**src/rtl/lcd_spi_ctrl.sv**
```systemverilog
`default_nettype none
// ============================================================================
// Module   : lcd_spi_ctrl
// Function : Write-only SPI master (mode 3, MSB first) for the EADOGS102N-6
//            LCD. One byte plus a command/data flag per start/ready handshake.
// Options  : LCD_SPI_BURST_EN - chain bytes inside one CS-low window.
// Revision : 1.0 - initial release
// ============================================================================
module lcd_spi_ctrl #(
    parameter int CLK_DIV = 4          // sysclk cycles per SCK half-period, 2..255
) (
    input  logic       i_sysclk,
    input  logic       i_sysrst,
    input  logic       i_start,
    input  logic [7:0] i_data,
    input  logic       i_cd,
    output logic       o_ready,
    output logic       o_busy,
    output logic       o_done,
    output logic       o_cs_n,
    output logic       o_sck,
    output logic       o_mosi,
    output logic       o_cd
);

    localparam int            CW   = (CLK_DIV > 2) ? $clog2(CLK_DIV) : 1;
    localparam logic [CW-1:0] LAST = CW'(CLK_DIV - 1);
`ifdef LCD_SPI_BURST_EN
    // Ready must be visible during the final HOLD cycle, so it is raised one
    // cycle early.
    localparam logic [CW-1:0] LAST_M1 = CW'(CLK_DIV - 2);
`endif

    typedef enum logic [2:0] {
        ST_IDLE  = 3'd0,
        ST_SETUP = 3'd1,
        ST_LOW   = 3'd2,
        ST_HIGH  = 3'd3,
        ST_HOLD  = 3'd4,
        ST_GAP   = 3'd5
    } state_t;

    state_t        state;
    logic [CW-1:0] half_cnt;
    logic [2:0]    bit_cnt;
    logic [7:0]    shreg;
    logic          ready;
    logic          busy;
    logic          done;
    logic          cs_n;
    logic          sck;
    logic          cd;

    wire phase_end = (half_cnt == LAST);

    // Frame sequencer: state, counters, shift register and all bus outputs.
    always_ff @(posedge i_sysclk) begin
        if (i_sysrst) begin
            state    <= ST_IDLE;
            half_cnt <= '0;
            bit_cnt  <= 3'd0;
            shreg    <= 8'h00;
            ready    <= 1'b1;
            busy     <= 1'b0;
            done     <= 1'b0;
            cs_n     <= 1'b1;
            sck      <= 1'b1;
            cd       <= 1'b0;
        end else begin
            done <= 1'b0;
            case (state)
                ST_IDLE: begin
                    if (i_start) begin
                        shreg    <= i_data;
                        cd       <= i_cd;
                        bit_cnt  <= 3'd0;
                        half_cnt <= '0;
                        state    <= ST_SETUP;
                        cs_n     <= 1'b0;
                        ready    <= 1'b0;
                        busy     <= 1'b1;
                    end
                end
                ST_SETUP: begin
                    if (phase_end) begin
                        half_cnt <= '0;
                        state    <= ST_LOW;
                        sck      <= 1'b0;
                    end else begin
                        half_cnt <= half_cnt + 1'b1;
                    end
                end
                ST_LOW: begin
                    if (phase_end) begin
                        half_cnt <= '0;
                        state    <= ST_HIGH;
                        sck      <= 1'b1;
                    end else begin
                        half_cnt <= half_cnt + 1'b1;
                    end
                end
                ST_HIGH: begin
                    if (phase_end) begin
                        half_cnt <= '0;
                        if (bit_cnt != 3'd7) begin
                            // Next bit appears together with the SCK falling edge.
                            shreg   <= {shreg[6:0], 1'b0};
                            bit_cnt <= bit_cnt + 1'b1;
                            state   <= ST_LOW;
                            sck     <= 1'b0;
                        end else begin
                            state   <= ST_HOLD;
                        end
                    end else begin
                        half_cnt <= half_cnt + 1'b1;
                    end
                end
                ST_HOLD: begin
                    if (phase_end) begin
                        half_cnt <= '0;
                        done     <= 1'b1;
                        ready    <= 1'b0;
`ifdef LCD_SPI_BURST_EN
                        if (i_start) begin
                            // Chain the next byte: CS stays low, no SETUP/GAP.
                            shreg   <= i_data;
                            cd      <= i_cd;
                            bit_cnt <= 3'd0;
                            state   <= ST_LOW;
                            sck     <= 1'b0;
                        end else begin
                            state   <= ST_GAP;
                            cs_n    <= 1'b1;
                            busy    <= 1'b0;
                        end
`else
                        state    <= ST_GAP;
                        cs_n     <= 1'b1;
                        busy     <= 1'b0;
`endif
                    end else begin
                        half_cnt <= half_cnt + 1'b1;
`ifdef LCD_SPI_BURST_EN
                        if (half_cnt == LAST_M1) begin
                            ready <= 1'b1;
                        end
`endif
                    end
                end
                ST_GAP: begin
                    if (phase_end) begin
                        half_cnt <= '0;
                        state    <= ST_IDLE;
                        ready    <= 1'b1;
                    end else begin
                        half_cnt <= half_cnt + 1'b1;
                    end
                end
                default: begin
                    state    <= ST_IDLE;
                    half_cnt <= '0;
                    ready    <= 1'b1;
                    busy     <= 1'b0;
                    cs_n     <= 1'b1;
                    sck      <= 1'b1;
                end
            endcase
        end
    end

    assign o_ready = ready;
    assign o_busy  = busy;
    assign o_done  = done;
    assign o_cs_n  = cs_n;
    assign o_sck   = sck;
    assign o_mosi  = shreg[7];
    assign o_cd    = cd;

endmodule
`default_nettype wire

```
**config.mk**
```make
export PLATFORM = sky130hd
export DESIGN_NAME = lcd_spi_ctrl
export DESIGN_NICKNAME = d
export VERILOG_FILES = /design/src/rtl/lcd_spi_ctrl.sv
export SDC_FILE = /design/constraint.sdc
export NUM_CORES = 1
export LEC_CHECK = 0
export ABC_AREA = 1
export CAP_MARGIN = 25
export CORE_ASPECT_RATIO = 0.75
export CORE_MARGIN = 4
export CORE_UTILIZATION = 40
export CTS_CLUSTER_DIAMETER = 100
export DETAILED_ROUTE_END_ITERATION = 8
export HOLD_SLACK_MARGIN = 0.05
export PLACE_DENSITY_LB_ADDON = 0.25
export SYNTH_ARGS = -nofsm -noshare
export SYNTH_HDL_FRONTEND = slang
export SYNTH_SLANG_ARGS = --single-unit
```
**constraint.sdc**
```tcl
create_clock -name i_sysclk -period 3.3 [get_ports i_sysclk]
set_clock_uncertainty 0.2 [all_clocks]
set_input_delay 0.825 -clock i_sysclk [delete_from_list [all_inputs] [get_ports i_sysclk]]
set_output_delay 0.825 -clock i_sysclk [all_outputs]
set_load 0.01 [all_outputs]
```
==> run summary, run 1 <==
WORST SETUP PATH
----------------------------------------------------------------------------------------
Category of cells accounting for the largest share of critical-path delay . buffers and inverters
Startpoint Class ..........................................................         flop
Series of cell instances along the critical path .......................... clkdlybuf4s50_1
Critical path type ........................................................   reg -> out
Critical-path cell with the highest stage delay ........................... sky130_fd_sc_hd__clkdlybuf4s50_1
Critical Path AT ..........................................................      1.16 ns
Buffer and inverter count on the worst path ...............................            1
Worst-path maximum fanout .................................................            2
Data required time at the worst endpoint ..................................      2.27 ns
Worst path max stage delay ................................................      0.54 ns
Critical path capture point type ..........................................  output port
Worst R2R Setup Slack .....................................................      1.40 ns

PWR
----------------------------------------------------------------------------------------
Internal Dissipation ......................................................     0.776 mW
Switching Share ...........................................................        0.421
Leakage power total .......................................................     0.642 nW
Peak supply drop ..........................................................     0.431 mV
Power spent charging and discharging nets .................................     0.564 mW
Sequential share of power .................................................        0.336
Clock network fraction of design power ....................................        0.189
Power density over the cells ..............................................  941 mW/mm^2
Combinational share of power ..............................................        0.476

CLOCK TREE
----------------------------------------------------------------------------------------
Post-cts sizing count .....................................................            0
CTS tree ..................................................................         done
Maximum number of buffers from clock root to sink .........................            2
Buffer count from post-CTS setup fixing ...................................            0
Root buffer selected by CTS ............................................... sky130_fd_sc_hd__clkbuf_8
Clock network latency to the later pin of the worst-skew pair .............      0.27 ns
H-tree depth ..............................................................            1
Number of sinks handled by clock tree synthesis ...........................           22
TritonCTS buffer count ....................................................            3
Clock transition at the registers of the reported paths ...................      0.08 ns
CTS hold repair buffers ...................................................            0

FINISH
----------------------------------------------------------------------------------------
Post-synthesis to final-layout area growth ................................        21.5%
Diode count ...............................................................            0
Final layout net count ....................................................          205
Share of post-route cells with drive strength above 1 .....................        0.133

TIMING
----------------------------------------------------------------------------------------
Max-Slew Margin vs Limit ..................................................        0.723
Number of failing hold endpoints at the final stage .......................            0
RSZ-0062 raised after global routing ......................................        false
Hold Slack ................................................................     0.269 ns
Least-Margin Pin Slew .....................................................     0.415 ns
Top achievable clock speed ................................................    0.458 GHz
Slew Limit Fails ..........................................................            0
Final number of setup-violating endpoints .................................            0
Setup TNS Final ...........................................................         0 ns
Fin crit period ...........................................................      2.18 ns
Fin crit share ............................................................        0.661
Worst setup slack after layout ............................................      1.12 ns

PLACEMENT
----------------------------------------------------------------------------------------
HPWL after detailed placement .............................................      1.78 mm
Routability congestion estimate ...........................................        0.815
Count of buffers from port buffering ......................................           18
Pre-CTS WS ................................................................     0.983 ns

YOSYS
----------------------------------------------------------------------------------------
Flip-flop and latch count after synthesis .................................           22
Proportion of netlist area held by the largest area contributor ...........        0.376
Gate Count Post-Synth .....................................................          171
Synth top area cells ...................................................... sky130_fd_sc_hd__dfxtp_1, sky130_fd_sc_hd__nand2_1, sky130_fd_sc_hd__nor2_1
Top cell type by total area after synthesis ............................... sky130_fd_sc_hd__dfxtp_1
Number of library cell types mapped by synthesis ..........................           22
Share of synthesized area occupied by flip-flops and latches ..............        0.376
Synthesis warning total ...................................................            0
Netlist area before placement ............................................. 0.00117 mm^2
Syn nets ..................................................................          187
Post-Syn Area per Cell ....................................................    6.86 um^2

ROUTE
----------------------------------------------------------------------------------------
Number of detailed-routing iterations run before antenna repair ...........            4
Avg WL per Cell ...........................................................      10.6 um
Post-detailed-routing wire length .........................................      2.38 mm
Number of vias after detailed routing .....................................         1071
Post-route DRC ............................................................            0
Via density per instance ..................................................         4.78
Initial drt markers .......................................................           53
Antenna-violating nets left ...............................................            0

MIN PATH
----------------------------------------------------------------------------------------
Class of the most critical hold timing path ...............................   reg -> reg

FLOORPLAN
----------------------------------------------------------------------------------------
Horiz. Die Dim ............................................................      70.5 um
Cell Rows .................................................................           16
Starting Density ..........................................................        0.434
Floorplan die area ........................................................ 0.00387 mm^2
Top-level port count ......................................................           19
Die height ................................................................      54.9 um
Area of the placeable core ................................................ 0.00270 mm^2

STATUS
----------------------------------------------------------------------------------------
Run status ................................................................ finished, final reports clean

FLOW RUN
----------------------------------------------------------------------------------------
Total of max-cap violations ...............................................            0

GRT
----------------------------------------------------------------------------------------
Antenna violations before repair ..........................................            0
Global-route wire length before repair ....................................      4.30 mm
Total routing usage reported by global routing ............................        0.143
Largest net degree at the start of global routing .........................           17
Number of global-route vias before repair .................................         1012
Sum of overflow across all layers after global routing ....................            0

-- state kept, by name, summed over array words and instances, names as in the netlist --
name and cells:
state 3, o_cd 1, o_busy 1, shreg 8, o_done 1, o_cs_n 1
o_ready 1, o_sck 1, bit_cnt 3, half_cnt 2
-- layout by cell type, fill, tap and decap left out, types with 2 or more instances in the layout --
master,netlist,final
sky130_fd_sc_hd__nand3_1,11,11
sky130_fd_sc_hd__nor2_2,6,6
sky130_fd_sc_hd__o21ai_0,3,3
sky130_fd_sc_hd__nor2_1,26,26
sky130_fd_sc_hd__nand2_1,41,41
sky130_fd_sc_hd__nand2_2,10,10
sky130_fd_sc_hd__o21ai_1,9,9
sky130_fd_sc_hd__ha_1,4,4
sky130_fd_sc_hd__inv_1,12,12
sky130_fd_sc_hd__clkbuf_8,0,3
sky130_fd_sc_hd__clkdlybuf4s50_1,0,18
sky130_fd_sc_hd__a21oi_1,9,9
sky130_fd_sc_hd__dfxtp_1,22,22
sky130_fd_sc_hd__nor3_1,2,2
sky130_fd_sc_hd__inv_2,4,4
sky130_fd_sc_hd__nand4_1,2,2
-- logic make-up after synthesis --
kind of cell | share of synthesized area
adders and majority gates | 0.0427
AOI/OAI and AO/OA | 0.116
buffers and inverters | 0.0896
DFF | 0.376
and+or+nand+nor | 0.376
-- Yosys cell counts --
cell and n:
sky130_fd_sc_hd__inv_2 4, sky130_fd_sc_hd__nand2_2 10, sky130_fd_sc_hd__o2111ai_1 1, sky130_fd_sc_hd__dfxtp_1 22
sky130_fd_sc_hd__clkbuf_1 1, sky130_fd_sc_hd__nand3_1 11, sky130_fd_sc_hd__nor3_1 2, sky130_fd_sc_hd__buf_4 1
sky130_fd_sc_hd__inv_1 12, sky130_fd_sc_hd__nor2_1 26, sky130_fd_sc_hd__buf_6 3, sky130_fd_sc_hd__nand4_1 2
sky130_fd_sc_hd__ha_1 4, sky130_fd_sc_hd__a22oi_1 1, sky130_fd_sc_hd__o21ai_1 9, sky130_fd_sc_hd__a21oi_1 9
sky130_fd_sc_hd__o211ai_1 1, sky130_fd_sc_hd__nor2_2 6, sky130_fd_sc_hd__nand2_1 41, sky130_fd_sc_hd__o21ai_0 3
sky130_fd_sc_hd__o21a_1 1, sky130_fd_sc_hd__nor2_4 1
-- worst min-delay path, stage by stage, from the launching register on --
cell and delay (ns):
sky130_fd_sc_hd__dfxtp_1 0.34, sky130_fd_sc_hd__nand2_1 0.05, sky130_fd_sc_hd__nand3_1 0.05
-- through the flow --
stage | total power, mW | instances | area, um^2 | utilization
2_1_floorplan | 0.950 | 171 | 1170 | -
3_3_place_gp | 1.07 | 220 | 1350 | 0.500
3_5_place_dp | 1.09 | 220 | 1350 | 0.500
4_1_cts | 1.35 | 224 | 1420 | 0.527
5_1_grt | 1.47 | 224 | 1420 | 0.527
6_report | 1.34 | 224 | 1420 | 0.527
-- layer usage --
layer,vias up,part of all wire,GRT usage
met1,465,0.54,0.181
met2,18,0.40,0.224
met4,0,0.021,0.0669
li1,583,-,-
met5,-,0,0
met3,5,0.044,0.0459
-- power groups by stage --
stage | logic (mW) | clock network (mW) | registers (mW)
after floorplan | 0.513 | 0 | 0.437
after global placement | 0.622 | 0 | 0.452
after detailed placement | 0.636 | 0 | 0.454
after CTS | 0.639 | 0.258 | 0.449
after global routing | 0.740 | 0.264 | 0.466
final | 0.638 | 0.253 | 0.450
-- layout make-up --
cell class,instances,area (um^2)
multi-input combinational,128,627
sequential,22,440
fill,285,1280
tap,36,45.0
clock inverter,1,30.0
timing repair buffer,18,180
clock buffer,3,41.3
inverter,16,60.1
-- worst paths after layout --
kind,start,end,cells after the start
min,o_ready,o_ready,2
max,o_cd,o_cd,1
max reg2reg,state[1],shreg[6],7
min reg2reg,o_ready,o_ready,2
Note: power is estimated with default switching activity, not from simulation.
==> run 2: changes to the inputs <==
==> constraint.sdc (replaced) <==
create_clock -name i_sysclk -period 2.24 [get_ports i_sysclk]
set_clock_uncertainty 0.2 [all_clocks]
set_input_delay 0.56 -clock i_sysclk [delete_from_list [all_inputs] [get_ports i_sysclk]]
set_output_delay 0.56 -clock i_sysclk [all_outputs]
set_load 0.01 [all_outputs]
==> run 2 against run 1 <==
  * Count of clock-buffer cells in the layout is the same
  * Largest power group unchanged
  * Total power grew 38%
  * Highest routed layer unchanged
  * Die area is the same
==> run summary, run 2 (synthesized netlist as in run 1, its figures left out) <==
PWR
----------------------------------------------------------------------------------------
Combinational share of power ..............................................        0.513
Switching Share ...........................................................        0.446
Clock network fraction of design power ....................................        0.130
Sequential share of power .................................................        0.358
Peak supply drop ..........................................................     0.450 mV
Power density over the cells .............................................. 1320 mW/mm^2
Leakage power total .......................................................     0.632 nW
Power spent charging and discharging nets .................................     0.826 mW
Internal Dissipation ......................................................      1.03 mW

CLOCK TREE
----------------------------------------------------------------------------------------
Post-cts sizing count .....................................................            0
H-tree depth ..............................................................            1
CTS tree ..................................................................         done
CTS hold repair buffers ...................................................            0
Root buffer selected by CTS ............................................... sky130_fd_sc_hd__clkbuf_8
Clock transition at the registers of the reported paths ...................      0.08 ns
Maximum number of buffers from clock root to sink .........................            2
Clock network latency to the later pin of the worst-skew pair .............      0.26 ns
Number of sinks handled by clock tree synthesis ...........................           22
Buffer count from post-CTS setup fixing ...................................            0
TritonCTS buffer count ....................................................            3

WORST SETUP PATH
----------------------------------------------------------------------------------------
Data required time at the worst endpoint ..................................      2.20 ns
Critical-path cell with the highest stage delay ........................... sky130_fd_sc_hd__dfxtp_1
Critical path type ........................................................   reg -> reg
Worst-path maximum fanout .................................................           12
Worst path max stage delay ................................................      0.51 ns
Critical Path AT ..........................................................      1.90 ns
Startpoint Class ..........................................................         flop
Category of cells accounting for the largest share of critical-path delay . simple AND/OR/NAND/NOR gates
Critical path capture point type ..........................................         flop
Buffer and inverter count on the worst path ...............................            1
Series of cell instances along the critical path .......................... nand2_2 -> nor2_4 -> nand2_1 -> nand2_2 -> inv_2 -> nor2_1 -> nor2_1

FLOORPLAN
----------------------------------------------------------------------------------------
Floorplan die area ........................................................ 0.00387 mm^2
Area of the placeable core ................................................ 0.00270 mm^2
Cell Rows .................................................................           16
Horiz. Die Dim ............................................................      70.5 um
Die height ................................................................      54.9 um
Top-level port count ......................................................           19
Starting Density ..........................................................        0.434

PLACEMENT
----------------------------------------------------------------------------------------
HPWL after detailed placement .............................................      1.85 mm
Count of buffers from port buffering ......................................           18
Routability congestion estimate ...........................................        0.823
Pre-CTS WS ................................................................     0.168 ns

FINISH
----------------------------------------------------------------------------------------
Commonest non-fill, non-tap cells in the layout ........................... sky130_fd_sc_hd__nand2_1, sky130_fd_sc_hd__nor2_1, sky130_fd_sc_hd__dfxtp_1
Most common cell after layout, fill and taps aside ........................ sky130_fd_sc_hd__nand2_1
Largest registers ranked by flip-flop count ............................... shreg x8, bit_cnt x3, state x3
Share of post-route cells with drive strength above 1 .....................        0.133
Final layout net count ....................................................          206
Max FFs per register ......................................................            8
Diode count ...............................................................            0
Top reg by flops ..........................................................        shreg
Post-synthesis to final-layout area growth ................................        19.5%

TIMING
----------------------------------------------------------------------------------------
RSZ-0062 raised after global routing ......................................        false
Setup TNS Final ...........................................................         0 ns
Fin crit period ...........................................................      1.94 ns
Number of failing hold endpoints at the final stage .......................            0
Worst setup slack after layout ............................................     0.296 ns
Slew Limit Fails ..........................................................            0
Fin crit share ............................................................        0.868
Max-Slew Margin vs Limit ..................................................        0.687
Final number of setup-violating endpoints .................................            0
Top achievable clock speed ................................................    0.514 GHz
Least-Margin Pin Slew .....................................................     0.470 ns

ROUTE
----------------------------------------------------------------------------------------
Via density per instance ..................................................         4.84
Initial drt markers .......................................................           79
Avg WL per Cell ...........................................................      11.0 um
Post-route DRC ............................................................            0
Antenna-violating nets left ...............................................            0
Number of vias after detailed routing .....................................         1085
Number of detailed-routing iterations run before antenna repair ...........            4
Post-detailed-routing wire length .........................................      2.47 mm

FLOW RUN
----------------------------------------------------------------------------------------
Total of max-cap violations ...............................................            0

GRT
----------------------------------------------------------------------------------------
Global-route wire length before repair ....................................      4.22 mm
Sum of overflow across all layers after global routing ....................            0
Total routing usage reported by global routing ............................        0.139
Antenna violations before repair ..........................................            0
Largest net degree at the start of global routing .........................           17
Number of global-route vias before repair .................................          951

MIN PATH
----------------------------------------------------------------------------------------
Class of the most critical hold timing path ...............................   reg -> reg

STATUS
----------------------------------------------------------------------------------------
Run status ................................................................ finished, final reports clean

[run 2: cell count changes in the layout (fill, tap and decap cells not counted), sizes merged]
cell,change
buf,+1
bufinv,-1
[run 2: final timing paths]
| check | slack [ns] | cells after the start | startpoint | endpoint |
|---|---|---|---|---|
| min | 0.26 | 2 | o_sck | o_sck |
| max reg2reg | 0.30 | 7 | state[1] | shreg[6] |
| max | 0.30 | 7 | state[1] | shreg[6] |
| min reg2reg | 0.26 | 2 | o_sck | o_sck |
[run 2: stage by stage]
stage	cells	util	hold WS [ns]	power (mW)	instance area, um^2
6_report	224	0.519	0.258	1.85	1400
5_1_grt	224	0.519	0.284	2.03	1400
4_1_cts	224	0.519	0.266	1.86	1400
3_5_place_dp	221	0.503	0.246	1.61	1360
3_3_place_gp	221	0.503	0.238	1.58	1360
2_1_floorplan	171	-	0.233	1.40	1170
[run 2: power groups by stage]
| stage | Combinational (mW) | Clock, mW | Sequential [mW] |
|---|---|---|---|
| floorplan | 0.756 | 0 | 0.644 |
| global placement | 0.917 | 0 | 0.664 |
| detailed placement | 0.944 | 0 | 0.669 |
| CTS | 0.948 | 0.251 | 0.661 |
| global route | 1.09 | 0.265 | 0.681 |
| finish | 0.950 | 0.240 | 0.663 |
[run 2: layer usage]
metal / GRT usage / wire, um / vias up
met5: 0 / 0 / -
met4: 0.0287 / 8 / 0
met3: 0.0459 / 141 / 2
met2: 0.244 / 1090 / 27
met1: 0.170 / 1230 / 476
li1: - / - / 580
[run 2: area by class of cell]
type                            count  area, um^2
Clock buffer                        3        41.3
Timing Repair Buffer               19         188
Multi-Input combinational cell    128         627
Inverter                           16        60.1
Sequential cell                    22         440
Tap cell                           36        45.0
Fill cell                         274        1300
[run 2: worst register-to-register path, delay by kind of cell, from the launching register on]
family,cells,cell delay [ns]
DFF,1,0.51
and+or+nand+nor,6,0.99
buffers and inverters,1,0.15
